--- config.mk ---
export PLATFORM = sky130hd
export DESIGN_NAME = adc_sample_scheduler
export DESIGN_NICKNAME = d
export VERILOG_FILES = /design/src/rtl/adc_sample_scheduler_pkg.sv /design/src/rtl/adc_sample_scheduler_timer.sv /design/src/rtl/adc_sample_scheduler.sv
export SDC_FILE = /design/constraint.sdc
export NUM_CORES = 1
export LEC_CHECK = 0
export CAP_MARGIN = 20
export CORE_UTILIZATION = 40
export DETAILED_ROUTE_END_ITERATION = 10
export PLACE_DENSITY = 0.65
export SYNTH_ARGS = -nofsm -noshare
export SYNTH_HDL_FRONTEND = slang
export SYNTH_SLANG_ARGS = --single-unit
export TNS_END_PERCENT = 5
--- constraint.sdc ---
create_clock -name clk -period 3.2 [get_ports clk]
set_input_delay 0.96 -clock clk [delete_from_list [all_inputs] [get_ports clk]]
set_output_delay 0.96 -clock clk [all_outputs]
set_load 0.01 [all_outputs]
--- src/rtl/adc_sample_scheduler_pkg.sv ---
// Shared definitions for the ADC sample scheduler: FSM encoding, the default
// timeout and the width helper for the timeout counter.
package adc_sample_scheduler_pkg;

    typedef enum logic [2:0] {
        S_IDLE      = 3'd0,
        S_CONV      = 3'd1,
        S_WAIT_ADC  = 3'd2,
        S_ISSUE     = 3'd3,
        S_WAIT_PROC = 3'd4,
        S_HOLD      = 3'd5,
        S_WAIT_PER  = 3'd6
    } state_t;

    localparam int TMO_CYC_DEFAULT = 64;

    // The timeout counter is loaded with TMO_CYC-2, so clog2(TMO_CYC) bits suffice.
    function automatic int tmo_timer_w(input int cyc);
        return (cyc < 4) ? 2 : $clog2(cyc);
    endfunction

endpackage

--- src/rtl/adc_sample_scheduler_timer.sv ---
// Loadable down-counter that stops at zero; zero is a combinational flag on the
// current count so the FSM can act in the same cycle the count runs out.
module adc_sample_scheduler_timer #(
    parameter int W = 16
) (
    input  logic         clk,
    input  logic         rst,
    input  logic         load,
    input  logic [W-1:0] load_val,
    output logic         zero
);

    logic [W-1:0] count;

    always_ff @(posedge clk or negedge rst) begin
        if (!rst) begin
            count <= '0;
        end else if (load) begin
            count <= load_val;
        end else if (count != '0) begin
            count <= count - W'(1);
        end
    end

    assign zero = (count == '0);

endmodule

--- src/rtl/adc_sample_scheduler.sv ---
// Sequences ADC conversions at a programmed period, forwards each sample to the
// ln processor and hands its result downstream over valid/ready.
module adc_sample_scheduler
    import adc_sample_scheduler_pkg::*;
#(
    parameter int DATA_W  = 16,
    parameter int PER_W   = 16,
    parameter int CNT_W   = 10,
    parameter int TMO_CYC = TMO_CYC_DEFAULT
) (
    input  logic              clk,
    input  logic              rst,
    input  logic              start,
    input  logic              stop,
    input  logic [PER_W-1:0]  period,
    input  logic [CNT_W-1:0]  burst_len,
    output logic              adc_convst,
    input  logic              adc_drdy,
    input  logic [DATA_W-1:0] adc_data_in,
    output logic [DATA_W-1:0] adc_data,
    output logic              valid_in,
    input  logic              proc_wr_en,
    input  logic [DATA_W-1:0] proc_result,
    output logic              res_valid,
    input  logic              res_ready,
    output logic [DATA_W-1:0] res_data,
    output logic              busy,
    output logic              done,
    output logic [CNT_W-1:0]  sample_cnt,
    output logic              overrun,
    output logic              timeout_err
);

    localparam int              TMO_W    = tmo_timer_w(TMO_CYC);
    localparam logic [TMO_W-1:0] TMO_LOAD = TMO_W'((TMO_CYC > 2) ? TMO_CYC - 2 : 0);

    state_t            state;
    logic [PER_W-1:0]  period_r;
    logic [CNT_W-1:0]  burst_r;
    logic              stop_pend;
    logic              ovr_seen;

    logic              per_zero;
    logic              tmo_zero;
    logic              tmo_load;
    logic              per_load;
    logic [PER_W-1:0]  per_src;
    logic [PER_W-1:0]  per_load_val;

    logic              start_ok;
    logic              accept;
    logic              burst_hit;
    logic              burst_next;
    logic              finish_wp;
    logic              rearm_wp;
    logic              rearm_hold;
    logic              in_sample;

    always_comb begin
        start_ok   = (state == S_IDLE) && start && !stop;
        accept     = (state == S_HOLD) && res_ready;
        burst_hit  = (burst_r != '0) && (sample_cnt == burst_r);
        burst_next = (burst_r != '0) && ((sample_cnt + CNT_W'(1)) == burst_r);
        finish_wp  = (state == S_WAIT_PER) && (stop_pend || burst_hit);
        rearm_wp   = (state == S_WAIT_PER) && !(stop_pend || burst_hit) && per_zero;
        // A sample that overran its slot goes straight to the next conversion.
        rearm_hold = accept && per_zero && !stop_pend && !burst_next;
        in_sample  = (state == S_WAIT_ADC) || (state == S_ISSUE) ||
                     (state == S_WAIT_PROC) || (state == S_HOLD);
    end

    // The period timer is loaded on the edge that enters CONV, so it spans
    // exactly 'period' cycles from one convst pulse to the next.
    always_comb begin
        per_load     = start_ok || rearm_wp || rearm_hold;
        per_src      = start_ok ? period : period_r;
        per_load_val = (per_src == '0) ? '0 : per_src - PER_W'(1);
        tmo_load     = (state == S_CONV) || (state == S_ISSUE);
    end

    adc_sample_scheduler_timer #(.W(PER_W)) u_period_timer (
        .clk      (clk),
        .rst      (rst),
        .load     (per_load),
        .load_val (per_load_val),
        .zero     (per_zero)
    );

    adc_sample_scheduler_timer #(.W(TMO_W)) u_timeout_timer (
        .clk      (clk),
        .rst      (rst),
        .load     (tmo_load),
        .load_val (TMO_LOAD),
        .zero     (tmo_zero)
    );

    always_ff @(posedge clk or negedge rst) begin
        if (!rst) begin
            state       <= S_IDLE;
            period_r    <= '0;
            burst_r     <= '0;
            stop_pend   <= 1'b0;
            ovr_seen    <= 1'b0;
            adc_convst  <= 1'b0;
            adc_data    <= '0;
            valid_in    <= 1'b0;
            res_valid   <= 1'b0;
            res_data    <= '0;
            busy        <= 1'b0;
            done        <= 1'b0;
            sample_cnt  <= '0;
            overrun     <= 1'b0;
            timeout_err <= 1'b0;
        end else begin
            adc_convst  <= 1'b0;
            valid_in    <= 1'b0;
            done        <= 1'b0;
            overrun     <= 1'b0;
            timeout_err <= 1'b0;

            if (stop && (state != S_IDLE)) begin
                stop_pend <= 1'b1;
            end

            if (in_sample && per_zero && !ovr_seen) begin
                overrun  <= 1'b1;
                ovr_seen <= 1'b1;
            end

            case (state)
                S_IDLE: begin
                    stop_pend <= 1'b0;
                    if (start_ok) begin
                        period_r   <= period;
                        burst_r    <= burst_len;
                        sample_cnt <= '0;
                        ovr_seen   <= 1'b0;
                        adc_convst <= 1'b1;
                        busy       <= 1'b1;
                        state      <= S_CONV;
                    end
                end
                S_CONV: begin
                    state <= S_WAIT_ADC;
                end
                S_WAIT_ADC: begin
                    if (adc_drdy) begin
                        adc_data <= adc_data_in;
                        valid_in <= 1'b1;
                        state    <= S_ISSUE;
                    end else if (tmo_zero) begin
                        timeout_err <= 1'b1;
                        state       <= S_WAIT_PER;
                    end
                end
                S_ISSUE: begin
                    state <= S_WAIT_PROC;
                end
                S_WAIT_PROC: begin
                    if (proc_wr_en) begin
                        res_data  <= proc_result;
                        res_valid <= 1'b1;
                        state     <= S_HOLD;
                    end else if (tmo_zero) begin
                        timeout_err <= 1'b1;
                        state       <= S_WAIT_PER;
                    end
                end
                S_HOLD: begin
                    if (accept) begin
                        res_valid  <= 1'b0;
                        sample_cnt <= sample_cnt + CNT_W'(1);
                        if (rearm_hold) begin
                            ovr_seen   <= 1'b0;
                            adc_convst <= 1'b1;
                            state      <= S_CONV;
                        end else begin
                            state <= S_WAIT_PER;
                        end
                    end
                end
                S_WAIT_PER: begin
                    if (finish_wp) begin
                        stop_pend <= 1'b0;
                        busy      <= 1'b0;
                        done      <= 1'b1;
                        state     <= S_IDLE;
                    end else if (rearm_wp) begin
                        ovr_seen   <= 1'b0;
                        adc_convst <= 1'b1;
                        state      <= S_CONV;
                    end
                end
                default: begin
                    busy  <= 1'b0;
                    state <= S_IDLE;
                end
            endcase
        end
    end

endmodule

==> impl_metrics.yaml <==
outcome:
  outcome: "finished, final reports clean"
clock_tree:
  numCtsBuffers: 9
  cts_tree: "yes"
  ctsRootBufferMaster: "clkbuf_16"
  clk_path_buf_depth: 2
  cts_resized: 0
  post_cts_buffers: 0
  holdBufCountCts: 0
  cts_sinks: 102
  insertion_delay_ns: 0.36
  clkTransAtPathRegs_ns: 0.07
  htree_levels: 3
setup_path:
  critical-path-top-delay-family: "simple AND/OR/NAND/NOR gates"
  arrival_ns: 3.18
  critPathCaptureType: "flip-flop"
  cp_common_cell: "nand2b_1"
  cp_num_cells: 9
  critical_path.max_fanout: 5
  path_cells: "clkdlybuf4s50_1, nand2b_1, or4_4, a22oi_2, nand3_1, nor3_4, buf_4, nand2b_1, mux2i_1"
  reg2reg_depth: 9
  critPathRequiredTime_ns: 3.44
  r2r-start: "sample_cnt[1]"
  startpoint: "stop"
  critical-path-max-stage-delay_ns: 0.54
  critPathSlowestCell: "or4_4"
  startpoint_type: "primary input"
  path_buf_inv: 2
  path_class: "primary input to flip-flop"
place:
  place_ws_ns: -0.124
  place_hpwl_um: 10800
  placed_area_um2: 7050
  gp_congestion: 0.891
  io_buffers: 113
worst_hold_path:
  hold_start: "ovr_seen"
  hp-class: "flip-flop to flip-flop"
  min_path_cells: 1
pwr:
  switchingPower_w: 0.00241
  pwr_density_cell_nw_per_um2: 864
  internal_power_w: 0.00394
  p_leak_nw: 3.16
  sw_frac_of_total_pct: 38.0
  max-vdd-ir-drop_mv: 0.471
  pwr-share-comb_pct: 46.7
  pwr-share-seq_pct: 36.3
  pwr-share-clk_pct: 17.0
detailed_routing:
  drc: 0
  drtAntennaViolNets: 0
  drt_pre_antenna_iters: 5
  drt_iter0_drc: 257
  totalWireLength_um: 14400
  avgViaCountPerCell: 5.35
  vias: 4658
  avgRoutedWirePerCell_um: 16.5
yosys:
  synth-warning-count: 0
  synthTopCellsByCount: "dfrtp_1 (102), nand2_1 (87), mux2_2 (34)"
  async_reset_ff_share_pct: 100
  synth_top_flop_cell: "dfrtp_1"
  syn_area_um2: 5450
  postSynthAreaPerCell_um2: 10.0
  yosys-top-cells-area: "dfrtp_1 (47%), mux2_2 (7.0%), nand2_1 (6.0%)"
  ys_ff_latch: 102
  synth-edff-count: 0
  synth_top_area_share_pct: 46.8
  syn_inst: 543
  syn_nets: 614
  synth.most_common_cell: "dfrtp_1"
  yosysTopAreaCell: "dfrtp_1"
  ys_seq_area_share_pct: 46.8
  yosysUniqueCellTypes: 67
sta:
  holdWs_ns: 0.443
  worst_pin_slew_ns: 1.01
  finalMaxSlewViolations: 0
  rsz0062_at_grt: "no"
  final.setup.tns_ns: 0
  period_share_pct: 91.9
  hold_violations: 0
  fin_worst_skew_ns: 0.00839
  finalSetupViolCount: 0
  relSlewSlack_pct: 32.5
  fmax_mhz: 340
  post-route-min-period_ns: 2.94
  timing.final.ws_setup_ns: 0.261
finish:
  final_area_um2: 7350
  diodes: 0
  n_fill_cell: 1191
  final_util_pct: 55.3
  drive_above_1_share_pct: 16.5
  syn2layout_area_growth_pct: 34.7
  nets: 761
global_routing:
  antenna_found_initial: 0
  grt_use_met2_pct: 35.4
  grt_pass1_wl_um: 24000
  top_usage_layer: "met2"
  grt_pass1_vias: 4742
  grt_max_degree: 56
  grt_overflow: 0
  grtUsageTotal_pct: 21.8
  met1_usage_pct: 27.4
  met3_usage_pct: 7.05
floorplan:
  die_w_um: 119
  rows: 42
  start_util_pct: 41.0
  dieArea_um2: 14100
  die_h_um: 119
  core_area_um2: 13300
  io-pin-count: 114
flow_run:
  maxCapViolCount: 0
## worst register-to-register path: cells and delay by family, from the launching register on
kind | cells | cell delay, ns
adder cells (fa/ha/maj) | 1 | 0.40
AND/OR/NAND/NOR | 1 | 0.06
flip-flops | 1 | 0.52
buffers and inverters | 1 | 0.19
AO/OA/AOI/OAI | 6 | 1.52
## per-stage QoR
step / cells / total power [W]
after floorplan: 543 / 0.00396
after global placement: 855 / 0.00523
after detailed placement: 855 / 0.00529
after CTS: 871 / 0.00640
after global routing: 871 / 0.00680
final: 871 / 0.00635
## final cells by class
class	instances	area, um^2	area share (%)
clock buffer	10	239	3.25
multi-input combinational	400	2740	37.3
timing repair buffer	156	1460	19.9
sequential	102	2550	34.7
inverter	21	78.8	1.07
clock inverter	6	52.6	0.715
tap	176	220	3.00
## layer usage
metal | wire, um | vias to the layer above
met5 | 0 | -
met3 | 989 | 24
li1 | - | 2232
met1 | 6180 | 2271
met2 | 6890 | 131
met4 | 325 | 0
## layout by cell type (no fill, tap or decap), drive strengths merged, types with 3 or more instances in the layout
master and count:
and2 4, nor2b 4, or4 5, o22ai 4, nor2 32, o41ai 3, dfrtp 102, o21ai 20
nor3 24, nand4 4, xnor2 27, nand2b 6, o32ai 9, nand2 87, a21o 3, and4 3
mux2 34, inv 23, clkdlybuf4s50 112, mux2i 10, nand3 21, buf 44, and3 5, xor2 19
clkinv 3, nor4b 4, ha 6, a21oi 14, clkbuf 10, or3 4, nor4 10, o31ai 10
## path summary, 6_finish.rpt
| kind | endpoint | slack (ns) |
|---|---|---|
| setup / recovery | u_period_timer.count[2] | 0.26 |
| hold reg to reg | overrun | 0.44 |
| min in group asynchronous | period_r[4] | 0.53 |
| setup reg to reg | u_period_timer.count[5] | 0.39 |
| hold / removal | overrun | 0.44 |
| max in group asynchronous | burst_r[7] | 2.04 |
## power by group through the flow
stage               Combinational (W)  Sequential [W]  Clock, W
finish                        0.00296         0.00230   0.00108
global route                  0.00325         0.00239   0.00116
CTS                           0.00298         0.00230   0.00111
detailed placement            0.00297         0.00232         0
global placement              0.00293         0.00230         0
floorplan                     0.00166         0.00230         0
## flip-flops by register name, indices dropped and copies added, names as in the netlist
| name | flops |
|---|---|
| adc_data | 16 |
| period_r | 16 |
| res_data | 16 |
| u_period_timer.count | 16 |
| burst_r | 10 |
| sample_cnt | 10 |
| u_timeout_timer.count | 6 |
| state | 3 |
| adc_convst | 1 |
| busy | 1 |
| done | 1 |
| overrun | 1 |
| ovr_seen | 1 |
| res_valid | 1 |
| stop_pend | 1 |
| timeout_err | 1 |
| valid_in | 1 |
## cells by family after synthesis
| kind of cell | count (synthesis) | synth area share [%] |
|---|---|---|
| and+or+nand+nor | 218 | 20.6 |
| buffers and inverters | 41 | 3.17 |
| xor gates and xnor gates | 46 | 7.39 |
| DFF | 102 | 46.8 |
| muxes | 44 | 8.86 |
| adders and majority gates | 6 | 1.38 |
| AOI/OAI and AO/OA | 86 | 11.8 |
Power figures use the tool's default switching activity.
==> RTL edit: new RTL, same flow settings <==
The package constant `TMO_CYC_DEFAULT` goes from 64 to 96.
--- a/src/rtl/adc_sample_scheduler_pkg.sv
+++ b/src/rtl/adc_sample_scheduler_pkg.sv
@@ -12,7 +12,7 @@
         S_WAIT_PER  = 3'd6
     } state_t;
 
-    localparam int TMO_CYC_DEFAULT = 64;
+    localparam int TMO_CYC_DEFAULT = 96;
 
     // The timeout counter is loaded with TMO_CYC-2, so clog2(TMO_CYC) bits suffice.
     function automatic int tmo_timer_w(input int cyc);
Formal check against the unedited RTL: no difference found for any inputs over 10 cycles, from zero or initial values and one cycle with rst low; that may be too few to reach the edited logic, so the function may still have changed.
==> RTL edit against the unedited design <==
Cell area is 0.26% lower. Synthesized area is 0.46% higher. Sequential share of layout area is 0.43 points higher. Synthesized cell count is 4.1% higher. Sequential cell count is 1 higher. First-iteration DRC count is 38% higher. Clock skew hardly changed. Worst setup slack worse by 37 ps. Total power is 0.42% higher. Maximum frequency is 1.3% lower. Wire length is 0.79% lower. Register-to-register slack hardly changed. Largest power group unchanged.
==> RTL edit: results (changes against the unedited design) <==
{
  "placement": {
    "dp.final_hpwl": {"value": 10800, "unit": "µm", "change": "about the same"},
    "dpl_cell_area": {"value": 0.00700, "unit": "mm²", "change": "was 0.00705 mm²"},
    "place_inst": {"value": 866, "change": "was 855"},
    "gp_congestion": {"value": 0.908, "change": "was 0.891"},
    "dpl_worst_slack": {"value": -473, "unit": "ps", "change": "was -124 ps"}
  },
  "drt": {
    "post_drt_via_cell_ratio": {"value": 5.32, "change": "was 5.35"},
    "avgRoutedWirePerCell": {"value": 16.1, "unit": "µm", "change": "was 16.5 µm"},
    "drt-initial-drc-count": {"value": 355, "change": "was 257"}
  },
  "logic_synthesis": {
    "synth_sequential_area_ratio": {"value": 47.0, "unit": "%", "change": "was 46.8%"},
    "syn_inst": {"value": 565, "change": "was 543"},
    "syn-num-nets": {"value": 636, "change": "was 614"}
  },
  "grt": {
    "grt_first_pass_wirelength": {"value": 23700, "unit": "µm", "change": "was 24,000 µm"},
    "grt_max_degree": {"value": 60, "change": "was 56"},
    "grtUsageTotal": {"value": 21.3, "unit": "%", "change": "was 21.8%"}
  },
  "sta": {
    "fin_hold_ws": {"value": 434, "unit": "ps", "change": "was 443 ps"},
    "final.setup_skew": {"value": 8.00, "unit": "ps", "change": "was 8.39 ps"},
    "post-route-period-util": {"value": 93.0, "unit": "%", "change": "was 91.9%"}
  },
  "cells_and_area": {
    "num-nets-final": {"value": 774, "change": "was 761"},
    "nFillCells": {"value": 1169, "change": "was 1,191"},
    "final_area": {"value": 0.00733, "unit": "mm²", "change": "was 0.00735 mm²"}
  },
  "run_status": {
    "result_of_the_run": {"value": "complete, no violations", "change": "unchanged"}
  },
  "setup_path": {
    "worst-r2r-cell-count": {"value": 8, "change": "was 9"},
    "setup.worst_path.start": {"value": "start", "change": "was stop"}
  },
  "power": {
    "leakagePower": {"value": 0.00313, "unit": "µW", "change": "was 0.00316 µW"},
    "worst_ir_drop_vdd": {"value": 500, "unit": "µV", "change": "was 471 µV"}
  }
}
RTL edit: cell count changes in the layout (fill, tap and decap cells not counted), moves of 5 or more:
cell / delta
sky130_fd_sc_hd__buf_4: -7
sky130_fd_sc_hd__nand2_1: +20
sky130_fd_sc_hd__nand3_1: -10
sky130_fd_sc_hd__nor2_1: +6
sky130_fd_sc_hd__o21ai_0: +7
sky130_fd_sc_hd__o22ai_1: +5
sky130_fd_sc_hd__o32ai_1: -6
sky130_fd_sc_hd__or3_1: +5
RTL edit: routing by layer:
| layer | vias up | GRT usage, % | part of all wire [%] |
|---|---|---|---|
| li1 | 2255 | - | - |
| met1 | 2308 | 27.3 | 44 |
| met2 | 128 | 35.4 | 50 |
| met3 | 13 | 4.69 | 4.7 |
| met4 | 0 | 7.20 | 1.2 |
| met5 | - | 0 | 0 |
RTL edit: report_power, final:
group / leakage (µW) / switching, µW / internal [µW] / total (µW)
clock: 0.000139 / 492 / 534 / 1030
combinational: 0.00172 / 1460 / 1560 / 3030
sequential: 0.00127 / 463 / 1860 / 2320
total: 0.00313 / 2420 / 3960 / 6380
RTL edit: cell type report:
class	instances	area share [%]
multi-input combinational	424	37.9
tap	176	3.01
clock inverter	6	0.598
timing repair buffer	150	19.4
sequential	103	35.2
clock buffer	10	3.13
inverter	15	0.768
RTL edit: cells by family after synthesis:
kind of cell / synth area share [%]
simple gates: 21.9
flops: 47.0
compound gates: 10.4
xor+xnor: 8.08
mux: 8.06
buf+inv: 3.13
fa+ha+maj: 1.37
RTL edit: repair_timing:
action	4_1_cts	5_1_grt
hold buffers	0	0
hold endpoints to repair	0	0
gates resized for setup	7	4
gates cloned	0	1
pin swaps	3	2
endpoints found under the setup margin	15	11
buffers inserted	1	0
